**config.mk**
```make
export PLATFORM = sky130hd
export DESIGN_NAME = immu_itlb_refill
export DESIGN_NICKNAME = d
export VERILOG_FILES = /design/src/rtl/immu_itlb_refill.sv
export SDC_FILE = /design/constraint.sdc
export NUM_CORES = 1
export LEC_CHECK = 0
export CAP_MARGIN = 20
export CORE_AREA = 2 2 111 113
export CTS_CLUSTER_SIZE = 12
export DETAILED_ROUTE_END_ITERATION = 10
export DIE_AREA = 0 0 113 115
export HOLD_SLACK_MARGIN = 0.15
export PLACE_DENSITY = 0.8
export RECOVER_POWER = 50
export SKIP_LAST_GASP = 1
export SYNTH_ARGS = -nofsm -noshare
export SYNTH_HDL_FRONTEND = slang
export SYNTH_SLANG_ARGS = --single-unit
export TNS_END_PERCENT = 30
```
**constraint.sdc**
```tcl
create_clock -name clk -period 2.5 [get_ports clk]
set_input_delay 0.5 -clock clk [delete_from_list [all_inputs] [get_ports clk]]
set_output_delay 0.5 -clock clk [all_outputs]
set_load 0.005 [all_outputs]
```
**src/rtl/immu_itlb_refill.sv**
```systemverilog
// Instruction-side TLB miss service: queries the UTLB on an IMMU miss, refills one shadow-ITLB
// entry round-robin on a hit and replays the fetch, or raises the ITLB-miss exception.
module immu_itlb_refill #(
  parameter int ITLB_ENTRIES = 4,
  parameter int IDX_W        = 2,
  parameter int TIMEOUT      = 15
) (
  input  logic             clk,
  input  logic             rst,
  input  logic             Miss,
  input  logic [31:0]      EA,
  input  logic             MSR_IS,
  input  logic [7:0]       PID0,
  input  logic [7:0]       PID1,
  input  logic [7:0]       PID2,
  input  logic             flush,
  output logic             utlb_req,
  output logic [19:0]      utlb_epn,
  output logic             utlb_as,
  input  logic             utlb_ack,
  input  logic             utlb_hit,
  input  logic [7:0]       utlb_tid,
  input  logic [19:0]      utlb_rpn,
  input  logic [5:0]       utlb_permis,
  output logic             itlb_we,
  output logic [IDX_W-1:0] itlb_idx,
  output logic [55:0]      itlb_wdata,
  output logic             fetch_stall,
  output logic             replay,
  output logic             itlb_miss_exc,
  output logic [31:0]      exc_ea
);

  localparam logic [7:0] TIMEOUT_CNT = 8'(TIMEOUT);

  typedef enum logic [2:0] {
    S_IDLE,
    S_REQ,
    S_WAIT,
    S_FILL,
    S_DONE,
    S_EXC
  } state_t;

  state_t           state_reg, state_next;
  logic [31:0]      ea_reg;
  logic             as_reg;
  logic [23:0]      pid_reg;
  logic [7:0]       tid_reg;
  logic [19:0]      rpn_reg;
  logic [5:0]       permis_reg;
  logic [IDX_W-1:0] victim_reg;
  logic [7:0]       cnt_reg;
  logic [31:0]      exc_ea_reg;
  logic             take_resp;

  always_comb begin
    state_next    = state_reg;
    fetch_stall   = 1'b0;
    utlb_req      = 1'b0;
    itlb_we       = 1'b0;
    replay        = 1'b0;
    itlb_miss_exc = 1'b0;
    take_resp     = 1'b0;
    case (state_reg)
      S_IDLE: begin
        // Stall in the miss cycle itself; gated by rst so reset really forces all outputs low.
        if (rst && Miss && !flush) begin
          fetch_stall = 1'b1;
          state_next  = S_REQ;
        end
      end
      S_REQ, S_WAIT: begin
        utlb_req    = 1'b1;
        fetch_stall = 1'b1;
        if (flush) begin
          state_next = S_IDLE;
        end else if (utlb_ack) begin
          take_resp  = 1'b1;
          state_next = utlb_hit ? S_FILL : S_EXC;
        end else if (state_reg == S_REQ) begin
          state_next = S_WAIT;
        end else if (cnt_reg + 8'd1 == TIMEOUT_CNT) begin
          state_next = S_EXC;
        end
      end
      S_FILL: begin
        fetch_stall = 1'b1;
        if (flush) begin
          state_next = S_IDLE;
        end else begin
          itlb_we    = 1'b1;
          state_next = S_DONE;
        end
      end
      S_DONE: begin
        replay     = 1'b1;
        state_next = S_IDLE;
      end
      S_EXC: begin
        fetch_stall   = 1'b1;
        itlb_miss_exc = 1'b1;
        state_next    = S_IDLE;
      end
      default: state_next = S_IDLE;
    endcase
  end

  always_ff @(posedge clk or negedge rst) begin
    if (!rst) begin
      state_reg  <= S_IDLE;
      ea_reg     <= '0;
      as_reg     <= 1'b0;
      pid_reg    <= '0;
      tid_reg    <= '0;
      rpn_reg    <= '0;
      permis_reg <= '0;
      victim_reg <= '0;
      cnt_reg    <= '0;
      exc_ea_reg <= '0;
    end else begin
      state_reg <= state_next;
      if (state_reg == S_IDLE && state_next == S_REQ) begin
        ea_reg  <= EA;
        as_reg  <= MSR_IS;
        pid_reg <= {PID2, PID1, PID0};
      end
      if (take_resp) begin
        tid_reg    <= utlb_tid;
        rpn_reg    <= utlb_rpn;
        permis_reg <= utlb_permis;
      end
      // Power-of-two entry count: natural overflow gives the wrap to entry 0.
      if (itlb_we) victim_reg <= victim_reg + 1'b1;
      if (state_reg == S_WAIT && state_next == S_WAIT) cnt_reg <= cnt_reg + 8'd1;
      else cnt_reg <= '0;
      if (state_next == S_EXC && state_reg != S_EXC) exc_ea_reg <= ea_reg;
    end
  end

  assign utlb_epn   = ea_reg[31:12];
  assign utlb_as    = as_reg;
  assign itlb_idx   = victim_reg;
  assign itlb_wdata = itlb_we ? {1'b1, as_reg, tid_reg, ea_reg[31:12], rpn_reg, permis_reg} : 56'd0;
  assign exc_ea     = exc_ea_reg;

endmodule
```
==> results of run 1 <==
==> synthesized netlist by cell type (3+ instances only) <==
cell type,number
sky130_fd_sc_hd__nand4_1,3
sky130_fd_sc_hd__nor2_1,10
sky130_fd_sc_hd__nand2b_1,3
sky130_fd_sc_hd__buf_6,3
sky130_fd_sc_hd__xnor2_1,4
sky130_fd_sc_hd__buf_4,21
sky130_fd_sc_hd__nor3_1,3
sky130_fd_sc_hd__mux2_2,96
sky130_fd_sc_hd__buf_2,5
sky130_fd_sc_hd__and2_1,56
sky130_fd_sc_hd__dfrtp_1,112
sky130_fd_sc_hd__nand2_1,7
sky130_fd_sc_hd__xor2_1,5
sky130_fd_sc_hd__mux2_1,3
sky130_fd_sc_hd__clkbuf_1,10
==> worst reg2reg max path, stage by stage, from the launching register on <==
cell and delay [ns]:
sky130_fd_sc_hd__dfrtp_1 0.46, sky130_fd_sc_hd__ha_1 0.19, sky130_fd_sc_hd__or4b_1 0.45, sky130_fd_sc_hd__a211oi_2 0.22
sky130_fd_sc_hd__nand3_2 0.13, sky130_fd_sc_hd__a21oi_4 0.23, sky130_fd_sc_hd__buf_12 0.21, sky130_fd_sc_hd__mux2_2 0.37
==> worst max path at each step <==
| stage | depth (start not counted) | slack [ns] | to |
|---|---|---|---|
| 3_3_place_gp | 5 | -0.31 | itlb_wdata[13] |
| 6_report | 6 | -0.11 | itlb_wdata[15] |
| 3_5_place_dp | 5 | -0.29 | itlb_wdata[47] |
| 2_1_floorplan | 8 | 0.28 | exc_ea[10] |
| 4_1_cts | 7 | -0.15 | itlb_wdata[54] |
| 5_1_grt | 6 | -0.17 | itlb_wdata[15] |
==> final cells by class <==
class | count | area (um2)
fillers | 929 | 4490
flip-flops and latches | 112 | 2810
repair buffers | 207 | 2130
multi-input cells | 215 | 1880
clock buffers | 10 | 239
well taps | 147 | 184
clock inverters | 6 | 68.8
inverters | 2 | 7.51
==> where the power goes <==
| group | leakage, nW | internal [mW] | switching, mW | total, mW |
|---|---|---|---|---|
| combinational | 1.84 | 1.00 | 0.392 | 1.39 |
| sequential | 1.39 | 2.36 | 0.295 | 2.66 |
| clock | 0.149 | 0.809 | 0.656 | 1.46 |
==> cell families after synthesis <==
group	count (synthesis)	synth area share, %
and+or+nand+nor	95	11.5
buffers and inverters	41	5.30
xor gates and xnor gates	9	1.60
adders and majority gates	2	0.507
AOI/OAI and AO/OA	10	1.62
DFF	112	56.8
muxes	99	22.6
==> per-layer routing <==
layer | wire length [um] | track usage, % | vias up
met5 | 0 | 0 | -
met1 | 4740 | 21.8 | 1728
li1 | - | - | 1577
met4 | 280 | 7.40 | 0
met2 | 5980 | 30.9 | 97
met3 | 650 | 4.06 | 21
==> what timing repair did <==
item / CTS / global route
setup buffers: 4 / 1
hold buffers: 0 / 0
pin swaps: 1 / 1
endpoints found under the setup margin: 58 / 49
gates cloned: 1 / 1
gates resized for setup: 13 / 16
==> metrics by stage <==
stage	setup TNS, ns	power [mW]	hold slack [ns]	utilization [%]	setup WS (ns)
final	-0.536	5.52	0.476	61.9	-0.113
after global routing	-3.32	5.81	0.495	61.9	-0.171
after CTS	-4.81	5.59	0.294	61.6	-0.148
after detailed placement	-14.58	4.11	0.470	58.5	-0.292
after global placement	-15.10	4.02	0.463	58.5	-0.307
after floorplan	0	3.28	0.204	-	0.282
==> impl_metrics.json, run 1 <==
{
  "wl_per_cell_um": 16.7,
  "worst_clock_skew_ns": 0.00730,
  "grt_overflow": 0,
  "critical-path-top-cell-by-count": "sky130_fd_sc_hd__buf_6",
  "place_inst": 677,
  "critical_path_cell_with_the_highest_stage_delay": "sky130_fd_sc_hd__clkdlybuf4s50_1",
  "holdCritStartpoint": "itlb_idx[1]",
  "worst_path_dominant_cell_family": "buffers and inverters",
  "skew_pair_late_insertion_delay_ns": 0.34,
  "netlist_top_cells_area": "sky130_fd_sc_hd__dfrtp_1, sky130_fd_sc_hd__mux2_2, sky130_fd_sc_hd__and2_1",
  "area_enclosed_by_the_die_boundary_um2": 13000,
  "num_vias": 3423,
  "endpoint_kind": "primary output",
  "synth_async_sr_flop_share_pct": 100,
  "post_synth_num_cell_types": 35,
  "dpl_cell_area_um2": 6910,
  "failed_checks": "DRC, setup timing",
  "detailedRoute.firstIterationViolations": 139,
  "min_to": "itlb_idx[1]",
  "number_of_max_cap_violations": 0,
  "report.final.setup_viol": 23,
  "antenna_left": 0,
  "fp.coreArea_um2": 11800,
  "ys_warn_count": 0,
  "postSynth.topFlopCell": "sky130_fd_sc_hd__dfrtp_1",
  "timing.final.crit_period_ns": 2.61,
  "cp.buffers_inverters": 4,
  "synth_top_cell_by_area": "sky130_fd_sc_hd__dfrtp_1",
  "hold_path_class": "reg2reg",
  "numCtsBuffers": 9,
  "fin_crit_sh_pct": 105,
  "floorplan.initialDensity_pct": 41.8,
  "worst_path_largest_cell_delay_ns": 0.51,
  "cp-start-kind": "register",
  "finish.instance_area_um2": 7320,
  "powerDensity_nw_per_um2": 754,
  "cts-root-to-sink-buffers": 2,
  "synth_nets": 467,
  "required_ns": 2.00,
  "total_leakage_power_nw": 3.38,
  "chain_of_cells_forming_the_critical_path": "nor4bb_4, buf_6, buf_6, buf_12, and2_1, clkdlybuf4s50_1",
  "syn_area_um2": 4930,
  "endpoints_failing_hold": 0,
  "report.final.slew_viol_count": 0,
  "vdd_drop_max_mv": 0.450,
  "finalWorstSetupSlack_ns": -0.113,
  "routed_wirelength_um": 11600,
  "max_freq_mhz": 383,
  "r2r-start": "cnt_reg[1]",
  "slew-limit-headroom_pct": 20.4,
  "post_synth_inst_count": 368,
  "synth-edff-count": 0,
  "drt_pass1_iterations": 7,
  "grt_antenna_before_repair": 0,
  "place.port_buffers": 188,
  "mostFrequentLayoutCells": "sky130_fd_sc_hd__clkdlybuf4s50_1, sky130_fd_sc_hd__dfrtp_1, sky130_fd_sc_hd__mux2_2",
  "worst_hold_path_cell_count": 1,
  "synth_top_area_share_pct": 56.8,
  "post_synth.cell_area_avg_um2": 13.4,
  "worst_setup_hold_path_clk_slew_ns": 0.07,
  "proportion_of_synthesized_chip_area_in_sequential_cells_pct": 56.8,
  "area_growth_syn_to_layout_pct": 48.4,
  "placement_rows": 40,
  "drcViolationCount": 9,
  "critical_path.startpoint": "state_reg[2]",
  "vias_per_cell": 4.90,
  "grt_pass1_wl_um": 18500,
  "die_width_um": 113,
  "grt_start_max_net_pins": 64,
  "final_cells": 699,
  "unrepaired_setup_endpoints_after_global_routing": "true",
  "cts.htree.levels": 3,
  "dpl.hpwl_um": 8010,
  "r2r.worst_path.cells": 7,
  "ctsRootBufferMaster": "sky130_fd_sc_hd__clkbuf_16",
  "timing.critical_path.fanout_max": 12,
  "worstPathArrival_ns": 2.11,
  "die_h_um": 115,
  "grt_pass1_vias": 3691,
  "cts_tree": "done",
  "ioPinCount": 213,
  "worstSetupPathType": "reg2out",
  "nNetsFinal": 646,
  "r2r_setup_slack_ns": 0.12,
  "worst_r2r_endpoint": "exc_ea[11]",
  "clkSinkCount": 112,
  "yosys_register_bits": 112,
  "most_common_library_cell_in_the_layout_ignoring_fill_and_taps": "sky130_fd_sc_hd__clkdlybuf4s50_1",
  "status": "finished, violations left",
  "worst_margin_slew_ns": 1.19,
  "grt_usage_pct": 17.9,
  "gp_congestion": 0.831,
  "antenna_cells_inserted": 0,
  "post_route_cells_drive_above_1_share_pct": 25.4
}
No activity file was read; power rests on OpenSTA's default activity.
==> run 2: changes to the inputs <==
PLACE_DENSITY = not set   (was 0.8)
PLACE_DENSITY_LB_ADDON = 0.1   (was not set)
==> impl_metrics.json, run 2 (synthesis results as in run 1) <==
{
  "numCtsBuffers": 9,
  "finalWorstSetupSlack_ns": -0.164,
  "skew_pair_late_insertion_delay_ns": 0.35,
  "endpoints_failing_hold": 0,
  "antenna_cells_inserted": 0,
  "cp.buffers_inverters": 5,
  "number_of_fill_cells": 987,
  "report.final.setup_viol": 36,
  "slew-limit-headroom_pct": 22.1,
  "worst_clock_skew_ns": 0.00654,
  "totalPowerFinal_mw": 5.50,
  "worst_path_dominant_cell_family": "buffers and inverters",
  "worstSetupPathType": "in2out",
  "number_of_max_cap_violations": 0,
  "worstSetupEndpoint": "itlb_wdata[48]",
  "floorplan.initialDensity_pct": 41.8,
  "cts-root-to-sink-buffers": 2,
  "worstPathArrival_ns": 2.16,
  "critical_path_cell_with_the_highest_stage_delay": "sky130_fd_sc_hd__clkdlybuf4s50_1",
  "post_route_cells_drive_above_1_share_pct": 25.0,
  "r2r-start": "cnt_reg[1]",
  "failed_checks": "DRC, setup timing",
  "antenna_left": 0,
  "cp-start-kind": "input pin",
  "critical_path.startpoint": "flush",
  "grt_pass1_wl_um": 18400,
  "vias_per_cell": 4.83,
  "status": "finished, violations left",
  "place.port_buffers": 188,
  "area_growth_syn_to_layout_pct": 48.2,
  "wl_per_cell_um": 16.6,
  "worst_setup_hold_path_clk_slew_ns": 0.07,
  "unrepaired_setup_endpoints_after_global_routing": "true",
  "report.final.slew_viol_count": 0,
  "grt_start_max_net_pins": 68,
  "ioPinCount": 213,
  "chain_of_cells_forming_the_critical_path": "dlygate4sd2_1, nor4bb_4, buf_6, buf_4, clkbuf_16, and2_1, clkdlybuf4s50_1",
  "worst_r2r_endpoint": "exc_ea[16]",
  "fin_crit_sh_pct": 107,
  "num_vias": 3376,
  "drcViolationCount": 7,
  "worst_path_largest_cell_delay_ns": 0.49,
  "mostFrequentLayoutCells": "sky130_fd_sc_hd__clkdlybuf4s50_1, sky130_fd_sc_hd__dfrtp_1, sky130_fd_sc_hd__mux2_2",
  "routed_wirelength_um": 11600,
  "detailedRoute.firstIterationViolations": 127,
  "hold_path_class": "reg2reg",
  "total_leakage_power_nw": 3.40,
  "worst_margin_slew_ns": 1.17,
  "fp.coreArea_um2": 11800,
  "clkSinkCount": 112,
  "path_depth": 7,
  "grt_overflow": 0,
  "die_h_um": 115,
  "grt_antenna_before_repair": 0,
  "r2r_setup_slack_ns": 0.19,
  "cts.htree.levels": 3,
  "timing.final.crit_period_ns": 2.66,
  "area_enclosed_by_the_die_boundary_um2": 13000,
  "timing.setup.tns_ns": -4.46,
  "most_common_library_cell_in_the_layout_ignoring_fill_and_taps": "sky130_fd_sc_hd__clkdlybuf4s50_1",
  "placement_rows": 40,
  "gp_congestion": 0.758,
  "vdd_drop_max_mv": 0.635,
  "dpl.hpwl_um": 7910,
  "cts_tree": "done",
  "grt_usage_pct": 18.4,
  "endpoint_kind": "primary output",
  "timing.critical_path.fanout_max": 12,
  "max_freq_mhz": 375,
  "r2r.worst_path.cells": 7,
  "ctsRootBufferMaster": "sky130_fd_sc_hd__clkbuf_16",
  "die_width_um": 113,
  "required_ns": 2.00,
  "powerDensity_nw_per_um2": 752,
  "nNetsFinal": 646,
  "grt_pass1_vias": 3483,
  "drt_pass1_iterations": 7
}
run 2: cell count changes in the layout (fill, tap and decap cells not counted), sizes merged:
cell	before	now
clkinv	4	2
clkbuf	13	15
buf	17	16
clkdlybuf4s15	1	0
clkinvlp	1	2
dlymetal6s2s	13	15
dlygate4sd2	9	8
run 2: layout make-up:
type	instances	area, um2	area share [%]
Clock buffer	11	253	3.46
Sequential cell	112	2810	38.4
Multi-Input combinational cell	215	1880	25.8
Clock inverter	5	55.1	0.753
Inverter	2	7.51	0.103
Timing Repair Buffer	207	2120	29.0
Tap cell	147	184	2.52
run 2: worst reg2reg max path, stage by stage, from the launching register on:
cell and delay, ns:
sky130_fd_sc_hd__dfrtp_1 0.44, sky130_fd_sc_hd__ha_1 0.17, sky130_fd_sc_hd__or4b_1 0.45, sky130_fd_sc_hd__a211oi_2 0.22, sky130_fd_sc_hd__nand3_2 0.13, sky130_fd_sc_hd__a21oi_4 0.19, sky130_fd_sc_hd__buf_4 0.24, sky130_fd_sc_hd__mux2_2 0.36
run 2: repair_timing:
item | 4_1_cts | 5_1_grt
hold buffers | 0 | 0
setup endpoints to repair | 58 | 58
resized for setup | 11 | 16
buffers inserted | 4 | 2
pin swaps | 1 | 0
cloned | 1 | 1
run 2: per-layer routing:
metal / routed length (um) / global-route usage (%) / vias to the layer above
li1: - / - / 1586
met1: 4560 / 21.5 / 1673
met2: 5900 / 30.9 / 98
met3: 832 / 5.90 / 19
met4: 314 / 8.94 / 0
met5: 0 / 0 / -
run 2: where the power goes:
group | switching [mW] | total, mW | internal [mW]
Sequential | 0.293 | 2.66 | 2.36
Clock | 0.633 | 1.46 | 0.828
Combinational | 0.381 | 1.38 | 0.999
run 2: stage by stage:
| stage | hold WS (ns) | util (%) | setup slack (ns) | area [um2] | instances |
|---|---|---|---|---|---|
| after floorplan | 0.204 | - | 0.282 | 4930 | 368 |
| after global placement | 0.459 | 58.3 | -0.282 | 6890 | 676 |
| after detailed placement | 0.475 | 58.3 | -0.319 | 6890 | 676 |
| after CTS | 0.289 | 61.6 | -0.153 | 7270 | 697 |
| after global routing | 0.508 | 61.9 | -0.270 | 7310 | 699 |
| final | 0.483 | 61.9 | -0.164 | 7310 | 699 |
run 2: how the worst min path moves through the flow:
stage                     start           to  slack, ns  cells past startpoint
floorplan                   rst   cnt_reg[0]       0.20                      0
global placement    itlb_idx[1]  itlb_idx[1]       0.46                      1
detailed placement   exc_ea[30]   exc_ea[30]       0.48                      1
CTS                         rst    ea_reg[3]       0.29                      2
global route        rpn_reg[13]  rpn_reg[13]       0.51                      1
finish               exc_ea[30]   exc_ea[30]       0.48                      1
